File: config.mk
export PLATFORM = sky130hd
export DESIGN_NAME = qpsk_demodulate_flat
export DESIGN_NICKNAME = d
export VERILOG_FILES = /design/src/rtl/qpsk_demodulate_if.sv /design/src/rtl/qpsk_demodulate.sv /design/src/flat_wrapper.sv
export SDC_FILE = /design/constraint.sdc
export NUM_CORES = 1
export LEC_CHECK = 0
export ABC_AREA = 0
export CORE_MARGIN = 2
export CORE_UTILIZATION = 39
export DETAILED_ROUTE_END_ITERATION = 7
export SETUP_SLACK_MARGIN = 0.4
export SLEW_MARGIN = 30
export SYNTH_ARGS = -nofsm -noshare
export SYNTH_HDL_FRONTEND = slang
export SYNTH_SLANG_ARGS = --single-unit
export TNS_END_PERCENT = 100
File: constraint.sdc
create_clock -name clk -period 4.3 [get_ports clk]
set_input_delay 0.86 -clock clk [delete_from_list [all_inputs] [get_ports clk]]
set_output_delay 0.86 -clock clk [all_outputs]
set_load 0.05 [all_outputs]
File: src/rtl/qpsk_demodulate_if.sv
// Sample/decision bus of the QPSK demodulator.
// The master side supplies the composite samples and the reference carriers.
// The slave side (the demodulator) returns the bit decisions and the sync flag.
interface qpsk_demodulate_if;
  logic              sample_valid;
  logic              sym_start;
  logic        [8:0] qpsk_in;
  logic signed [7:0] i_ref;
  logic signed [7:0] q_ref;
  logic              sym_valid;
  logic              i_bit;
  logic              q_bit;
  logic              sync_err;

  modport master (
    output sample_valid, sym_start, qpsk_in, i_ref, q_ref,
    input  sym_valid, i_bit, q_bit, sync_err
  );

  modport slave (
    input  sample_valid, sym_start, qpsk_in, i_ref, q_ref,
    output sym_valid, i_bit, q_bit, sync_err
  );
endinterface

File: src/rtl/qpsk_demodulate.sv
// QPSK demodulator.
// Removes the DC offset from the composite sample and correlates it against the
// local I/Q carriers over one symbol. The sign of each correlation becomes a bit,
// and a zero correlation decides 1.
module qpsk_demodulate #(
  parameter int unsigned SPS    = 8,
  parameter int unsigned OFFSET = 255,
  parameter int unsigned ACC_W  = 24
) (
  input  logic               clk,
  input  logic               rst_n,
  qpsk_demodulate_if.slave   bus
);

  localparam int unsigned CNT_W = $clog2(SPS);
  localparam logic [CNT_W-1:0] LAST = CNT_W'(SPS - 1);

  typedef enum logic {IDLE, RUN} state_t;

  state_t                   state, state_nx;
  logic        [CNT_W-1:0]  cnt, cnt_nx;
  logic signed [ACC_W-1:0]  acc_i, acc_i_nx, acc_q, acc_q_nx;
  logic                     sym_valid, sym_valid_nx;
  logic                     i_bit, i_bit_nx, q_bit, q_bit_nx;
  logic                     sync_err, sync_err_nx;

  logic        [9:0]        s_raw;
  logic signed [9:0]        s;
  logic signed [17:0]       pi, pq;
  logic signed [ACC_W-1:0]  pi_ext, pq_ext, sum_i, sum_q;

  // Offset removal, per-sample products and the running sums including this sample.
  always_comb begin
    s_raw  = {1'b0, bus.qpsk_in} - 10'(OFFSET);
    s      = signed'(s_raw);
    pi     = 18'(s) * 18'(bus.i_ref);
    pq     = 18'(s) * 18'(bus.q_ref);
    pi_ext = {{(ACC_W-18){pi[17]}}, pi};
    pq_ext = {{(ACC_W-18){pq[17]}}, pq};
    sum_i  = acc_i + pi_ext;
    sum_q  = acc_q + pq_ext;
  end

  // Next-state and next-datapath logic for symbol framing and decisions.
  always_comb begin
    state_nx     = state;
    cnt_nx       = cnt;
    acc_i_nx     = acc_i;
    acc_q_nx     = acc_q;
    sym_valid_nx = 1'b0;
    i_bit_nx     = i_bit;
    q_bit_nx     = q_bit;
    sync_err_nx  = sync_err;
    unique case (state)
      IDLE: begin
        if (bus.sample_valid && bus.sym_start) begin
          state_nx = RUN;
          acc_i_nx = pi_ext;
          acc_q_nx = pq_ext;
          cnt_nx   = CNT_W'(1);
        end
      end
      RUN: begin
        if (bus.sample_valid) begin
          if (bus.sym_start) begin
            // A restart with samples already gathered drops the partial symbol.
            if (cnt != '0) sync_err_nx = 1'b1;
            acc_i_nx = pi_ext;
            acc_q_nx = pq_ext;
            cnt_nx   = CNT_W'(1);
          end else if (cnt == LAST) begin
            i_bit_nx     = ~sum_i[ACC_W-1];
            q_bit_nx     = ~sum_q[ACC_W-1];
            sym_valid_nx = 1'b1;
            acc_i_nx     = '0;
            acc_q_nx     = '0;
            cnt_nx       = '0;
          end else begin
            acc_i_nx = sum_i;
            acc_q_nx = sum_q;
            cnt_nx   = cnt + CNT_W'(1);
          end
        end
      end
      default: state_nx = IDLE;
    endcase
  end

  // State and datapath registers.
  always_ff @(posedge clk or negedge rst_n) begin
    if (!rst_n) begin
      state     <= IDLE;
      cnt       <= '0;
      acc_i     <= '0;
      acc_q     <= '0;
      sym_valid <= 1'b0;
      i_bit     <= 1'b0;
      q_bit     <= 1'b0;
      sync_err  <= 1'b0;
    end else begin
      state     <= state_nx;
      cnt       <= cnt_nx;
      acc_i     <= acc_i_nx;
      acc_q     <= acc_q_nx;
      sym_valid <= sym_valid_nx;
      i_bit     <= i_bit_nx;
      q_bit     <= q_bit_nx;
      sync_err  <= sync_err_nx;
    end
  end

  assign bus.sym_valid = sym_valid;
  assign bus.i_bit     = i_bit;
  assign bus.q_bit     = q_bit;
  assign bus.sync_err  = sync_err;

endmodule
File: src/flat_wrapper.sv
// flat-port wrapper written by rule: the top's interface ports become plain ports
module qpsk_demodulate_flat 
#(
  parameter int unsigned SPS    = 8,
  parameter int unsigned OFFSET = 255,
  parameter int unsigned ACC_W  = 24
)
  (clk, rst_n, bus_sample_valid, bus_sym_start, bus_qpsk_in, bus_i_ref, bus_q_ref, bus_sym_valid, bus_i_bit, bus_q_bit, bus_sync_err);
  qpsk_demodulate_if bus_i ();
  input  logic clk;
  input  logic rst_n;
  input wire logic [$bits(bus_i.sample_valid)-1:0] bus_sample_valid;
  input wire logic [$bits(bus_i.sym_start)-1:0] bus_sym_start;
  input wire logic [$bits(bus_i.qpsk_in)-1:0] bus_qpsk_in;
  input wire logic [$bits(bus_i.i_ref)-1:0] bus_i_ref;
  input wire logic [$bits(bus_i.q_ref)-1:0] bus_q_ref;
  output wire logic [$bits(bus_i.sym_valid)-1:0] bus_sym_valid;
  output wire logic [$bits(bus_i.i_bit)-1:0] bus_i_bit;
  output wire logic [$bits(bus_i.q_bit)-1:0] bus_q_bit;
  output wire logic [$bits(bus_i.sync_err)-1:0] bus_sync_err;
  assign bus_i.sample_valid = bus_sample_valid;
  assign bus_i.sym_start = bus_sym_start;
  assign bus_i.qpsk_in = bus_qpsk_in;
  assign bus_i.i_ref = bus_i_ref;
  assign bus_i.q_ref = bus_q_ref;
  assign bus_sym_valid = bus_i.sym_valid;
  assign bus_i_bit = bus_i.i_bit;
  assign bus_q_bit = bus_i.q_bit;
  assign bus_sync_err = bus_i.sync_err;
  qpsk_demodulate #(.SPS(SPS), .OFFSET(OFFSET), .ACC_W(ACC_W)) u_core (.clk(clk), .rst_n(rst_n), .bus(bus_i));
endmodule
**Yosys cells after proc, flatten, opt, wreduce, memory -nomap -nowiden**

Cells that the tools add are included.
Widths: inputs -> output; s select.

- Word-level logic and storage cells: 47
- Output and inout port bits: 4
- Bits in registers: 56

- $add $sub $neg: 4
- Multipliers: 2
- Multiplexer cells: 21
- Bitwise gates (word level): 4
- Reduce and logical (&&, ||, !) cells: 5
- Equal/unequal tests: 3

Operator list:

| kind | number |
|---|---|
| $mux 24 | 8 |
| $pmux 24 s2 | 2 |
| $add 24x18->24 | 2 |
| $mul 10x8->18 | 2 |
| $mux 3 | 4 |
| $sub 9x8->10 const B | 1 |
| $reduce_and 4->1 | 2 |
| $mux 1 | 6 |
| $pmux 3 s2 | 1 |
| $not 1->1 | 4 |
| $add 3x1->3 const B | 1 |
| $eq 3x3->1 const B | 1 |
| $reduce_bool 3->1 | 1 |
| $ne 2x1->1 const B | 1 |
| $ne 2x2->1 const B | 1 |
| $reduce_and 2->1 | 1 |
| $logic_and 1x1->1 | 1 |

**Longest topological paths before layout**

- Depth in word-level cells: 7
- Gate-level depth with buffers: 33
- Mapped depth without buffers: 32

**Worst setup path after synthesis**

No wires, ideal clock.

- Path kind: input to register
- Start: in bus_qpsk_in[3]
- End: reg u_core.acc_i[23]
- Path slack: -3.352 ns
- Required time: 4.169 ns
- Cell stages on the path: 31
- Data arrival time: 7.521 ns
- Path through: and3_1 > and3_1 > nand3_1 > xor2_1 > clkbuf_1 > nand2_1 > fa_1 > inv_1 > fa_1 > fa_1 > inv_1 > fa_1 > inv_1 > ha_1 > o21a_1 > o21ai_0 > nand2b_1 > o41a_1 > and4_4 > o211a_1 > nor3_4 > inv_2 > ha_1 > a21oi_1 > nor2_1 > nor2_1 > o21ai_0 > a221oi_2 > xnor2_1 > and4_1 > or3_1

- Word-level cells in the longest chain between the ends: 7
- Elaborated cells on any way between the ends: 8

RTL lines:

| element | RTL line | source |
|---|---|---|
| start: declaration | flat_wrapper.sv:14 | `input wire logic [$bits(bus_i.qpsk_in)-1:0] bus_qpsk_in;` |
| $sub 9x8->10 (*) | qpsk_demodulate.sv:34 | `s_raw = {1'b0, bus.qpsk_in} - 10'(OFFSET);` |
| $mul 10x8->18 (*) | qpsk_demodulate.sv:36 | `pi = 18'(s) * 18'(bus.i_ref);` |
| $add 24x18->24 | qpsk_demodulate.sv:40 | `sum_i = acc_i + pi_ext;` |
| $mux 24 | qpsk_demodulate.sv:71 | `end else if (cnt == LAST) begin` |
| $mux 24 | qpsk_demodulate.sv:65 | `if (bus.sym_start) begin` |
| $mux 24 | qpsk_demodulate.sv:64 | `if (bus.sample_valid) begin` |
| $pmux 24 s2 (*) | qpsk_demodulate.sv:54 | `unique case (state)` |
| end signal: assignment | qpsk_demodulate.sv:103 | `acc_i <= acc_i_nx;` |
| end: declaration | qpsk_demodulate.sv:22 | `logic signed [ACC_W-1:0] acc_i, acc_i_nx, acc_q, acc_q_nx;` |

Mark *: on every way between the ends. The rest lies on a longest branch, timed or not. The select of a mux whose other input is x is not followed.
A chain may end at the register's enable or synchronous reset.

**Worst setup path in the final report**

- Start: in bus_qpsk_in[4]
- End: reg u_core.acc_i[23]

The elaborated chain is that of the path after synthesis.

==> flow_summary.yaml <==
critical_path:
  cp.arrival_ns: 7.32
  critPathLaunchType: "input pin"
  crit_slowest_cell: "fa_1"
  reg2reg_slack_ns: 1.49
  critical_path.endpoint_type: "flip-flop"
  timing.rr.end: "u_core.acc_q[20]$_DFFE_PN0P_"
  crit_path_max_incr_delay_ns: 0.55
  timing.rr.start: "u_core.acc_q[0]$_DFFE_PN0P_"
  reg2regPathDepth: 12
  required_ns: 4.47
  cp_common_cell: "fa_1"
  cp_max_fo: 6
  path_class: "in2reg"
route:
  routed_wirelength_mm: 29.6
  top_layer: "met4"
  dr_total_vias: 9903
  drt-pass1-iter-count: 5
  met3_length_um: 573
  drt-met1-wl_mm: 12.5
  wl_met2_mm: 15.9
  wl_per_cell_um: 15.0
  detail-route-antenna-nets: 0
  drt_iter0_markers: 418
  routed_via_density: 5.00
  route.detailed.drc: 0
die:
  start_util_pct: 39.3
  io_pins: 33
  die_h_um: 171
  fp.dieW_um: 171
  core_area_um2: 27600
  dieArea_um2: 29200
  placementRows: 61
logic_synthesis:
  yosysTopAreaCell: "fa_1"
  synth.area.top_cells: "fa_1 (25%), ha_1 (13%), dfrtp_1 (13%)"
  synth_cell_types: 74
  syn_nets: 1558
  ys.flop_type: "dfrtp_1"
  ys_ff_latch: 56
  synth_top_area_share_pct: 25.1
  syn_area_per_cell_um2: 8.50
  synth_cells: 1277
  synth_edf_count: 0
  synth.yosys.seq_area_share_pct: 12.9
  netlist_area_um2: 10900
  ys_async_sr_fraction_pct: 100
  ys_warn_count: 0
timing:
  final_max_slew_viol_count: 0
  worstMarginPinSlew_ns: 0.657
  skew_ns: 0.0130
  holdWs_ns: 0.486
  rsz0062_at_grt: "true"
  hold_violations: 0
  finalWorstSetupSlack_ns: -2.85
  max_slew_margin_pct: 56.2
  period_share_pct: 166
  setup_viol: 41
  max_clock_freq_mhz: 140
  period_minus_slack_ns: 7.15
finish:
  stdcell_area_um2: 16000
  area_delta_synth_final_pct: 47.6
  drive_above_1_share_pct: 36.6
  fin_nets: 1881
  multi_input_area_um2: 10200
  antenna_cells: 0
  register_area_um2: 1400
  fin_util_pct: 58.0
  fillers: 2384
run_status:
  status: "complete, but fails checks"
  violations: "setup timing"
cts:
  htreeDepth: 2
  cts_root_buf: "clkbuf_16"
  numCtsBuffers: 5
  clock_path_buffers: 2
  clk_latency_ns: 0.31
  cts_hold_buf: 0
  cts.sinks: 56
  path_clk_slew_ns: 0.08
  cts_tree: "built"
hold_path:
  min_path_cells: 1
  holdPathEnd: "u_core.bus.sync_err$_DFFE_PN0P_"
  hold_start: "u_core.bus.sync_err$_DFFE_PN0P_"
  min_path_type: "reg2reg"
place:
  io_buffer_count: 32
  gp_congestion: 0.867
  dp_hpwl_mm: 22.4
  pre_cts_slack_ns: -3.71
  placed_area_um2: 14100
global_route:
  overflow: 0
  grt_pass1_vias: 10937
  grt_max_degree: 37
  antenna_found_initial: 0
  grt_usage_pct: 21.2
  grt_pass1_wl_mm: 50.3
job:
  drv_cap: 0
[metal layers]
| metal | vias up | GRT usage (%) |
|---|---|---|
| li1 | 4817 | - |
| met1 | 4925 | 25.5 |
| met2 | 117 | 40.6 |
| met3 | 44 | 1.62 |
| met4 | 0 | 5.53 |
| met5 | - | 0 |
[worst max path at each step]
stage,start,to
floorplan,bus_qpsk_in[3],u_core.acc_i[23]$_DFFE_PN0P_
global placement,bus_qpsk_in[3],u_core.acc_i[23]$_DFFE_PN0P_
detailed placement,bus_qpsk_in[1],u_core.acc_i[23]$_DFFE_PN0P_
CTS,bus_qpsk_in[4],u_core.acc_i[23]$_DFFE_PN0P_
global route,bus_qpsk_in[4],u_core.acc_i[23]$_DFFE_PN0P_
finish,bus_qpsk_in[4],u_core.acc_i[23]$_DFFE_PN0P_
[cells in the final DEF, fill, tap and decap left out, types with 6 or more instances in the layout]
| cell type | instances |
|---|---|
| buf_4 | 268 |
| inv_1 | 201 |
| fa_1 | 128 |
| nor2_1 | 84 |
| nand2_1 | 82 |
| ha_1 | 75 |
| and2_1 | 72 |
| dfrtp_1 | 56 |
| buf_6 | 53 |
| ha_4 | 40 |
| nor2b_1 | 39 |
| a21oi_2 | 36 |
| xnor2_1 | 34 |
| a21oi_1 | 27 |
| a21o_1 | 24 |
| o21ai_0 | 19 |
| clkdlybuf4s50_1 | 19 |
| xnor2_2 | 17 |
| nand2b_1 | 15 |
| inv_2 | 15 |
| a221oi_2 | 15 |
| o21ai_1 | 14 |
| o21a_1 | 13 |
| nand3_1 | 12 |
| o21ai_2 | 11 |
| nor3_1 | 10 |
| nand2_2 | 9 |
| fa_2 | 8 |
| xor2_4 | 7 |
| a21oi_4 | 7 |
| xor2_1 | 7 |
| a211oi_1 | 7 |
| dlygate4sd2_1 | 7 |
| nor2_2 | 6 |
| or3_1 | 6 |
[state kept, by name, indices dropped and copies added (netlist names)]
signal                cells
u_core.bus.sym_valid      1
u_core.cnt                3
u_core.bus.sync_err       1
u_core.bus.i_bit          1
u_core.acc_i             24
u_core.bus.q_bit          1
u_core.state              1
u_core.acc_q             24
[layout make-up]
type                    count  area share [%]
repair buffers            354            18.6
flip-flops and latches     56            8.74
inverters                 219            5.16
well taps                 378            2.95
clock buffers               6           0.804
clock inverters             2           0.219
multi-input cells         964            63.6
[cells in the mapped netlist, drive strengths merged (5+ instances only)]
| cell type | instances |
|---|---|
| a21o | 24 |
| and3 | 6 |
| xnor2 | 55 |
| a21oi | 70 |
| and2 | 76 |
| o21bai | 8 |
| ha | 116 |
| a211oi | 11 |
| or3 | 7 |
| inv | 217 |
| nor2 | 91 |
| fa | 136 |
| clkbuf | 34 |
| xor2 | 18 |
| a221oi | 18 |
| nor2b | 40 |
| nor4 | 5 |
| dfrtp | 56 |
| o21a | 13 |
| nand2b | 18 |
| nor3b | 5 |
| nand2 | 94 |
| nor3 | 16 |
| o21ai | 47 |
| nand3 | 21 |
| a31oi | 9 |
[repair_timing]
action,4_1_cts,5_1_grt
gates resized for setup,190,83
pin swaps,124,58
endpoints found under the setup margin,45,44
buffers inserted,43,19
[worst max-delay path: cells and delay by family]
kind            cells  cell delay, ns
xor+xnor            2            0.32
compound gates      6            1.20
fa+ha+maj           6            2.47
buf+inv             7            0.66
simple gates       10            1.79
[stage by stage]
step	TNS (ns)	cells
after floorplan	-73.56	1277
after global placement	-112.87	1909
after detailed placement	-116.43	1909
after CTS	-78.19	1960
after global routing	-95.92	1979
final	-85.16	1979
[cells by family after synthesis]
kind of cell / after synthesis / synth area share [%]
AO/OA/AOI/OAI: 248 / 15.6
XOR/XNOR: 73 / 5.89
adder cells (fa/ha/maj): 252 / 38.5
buffers and inverters: 257 / 8.89
flip-flops: 56 / 12.9
multiplexers: 2 / 0.184
AND/OR/NAND/NOR: 389 / 18.1
Power is not shown: default switching activity piles up to over one toggle a cycle in this logic, so the estimate is an artifact.
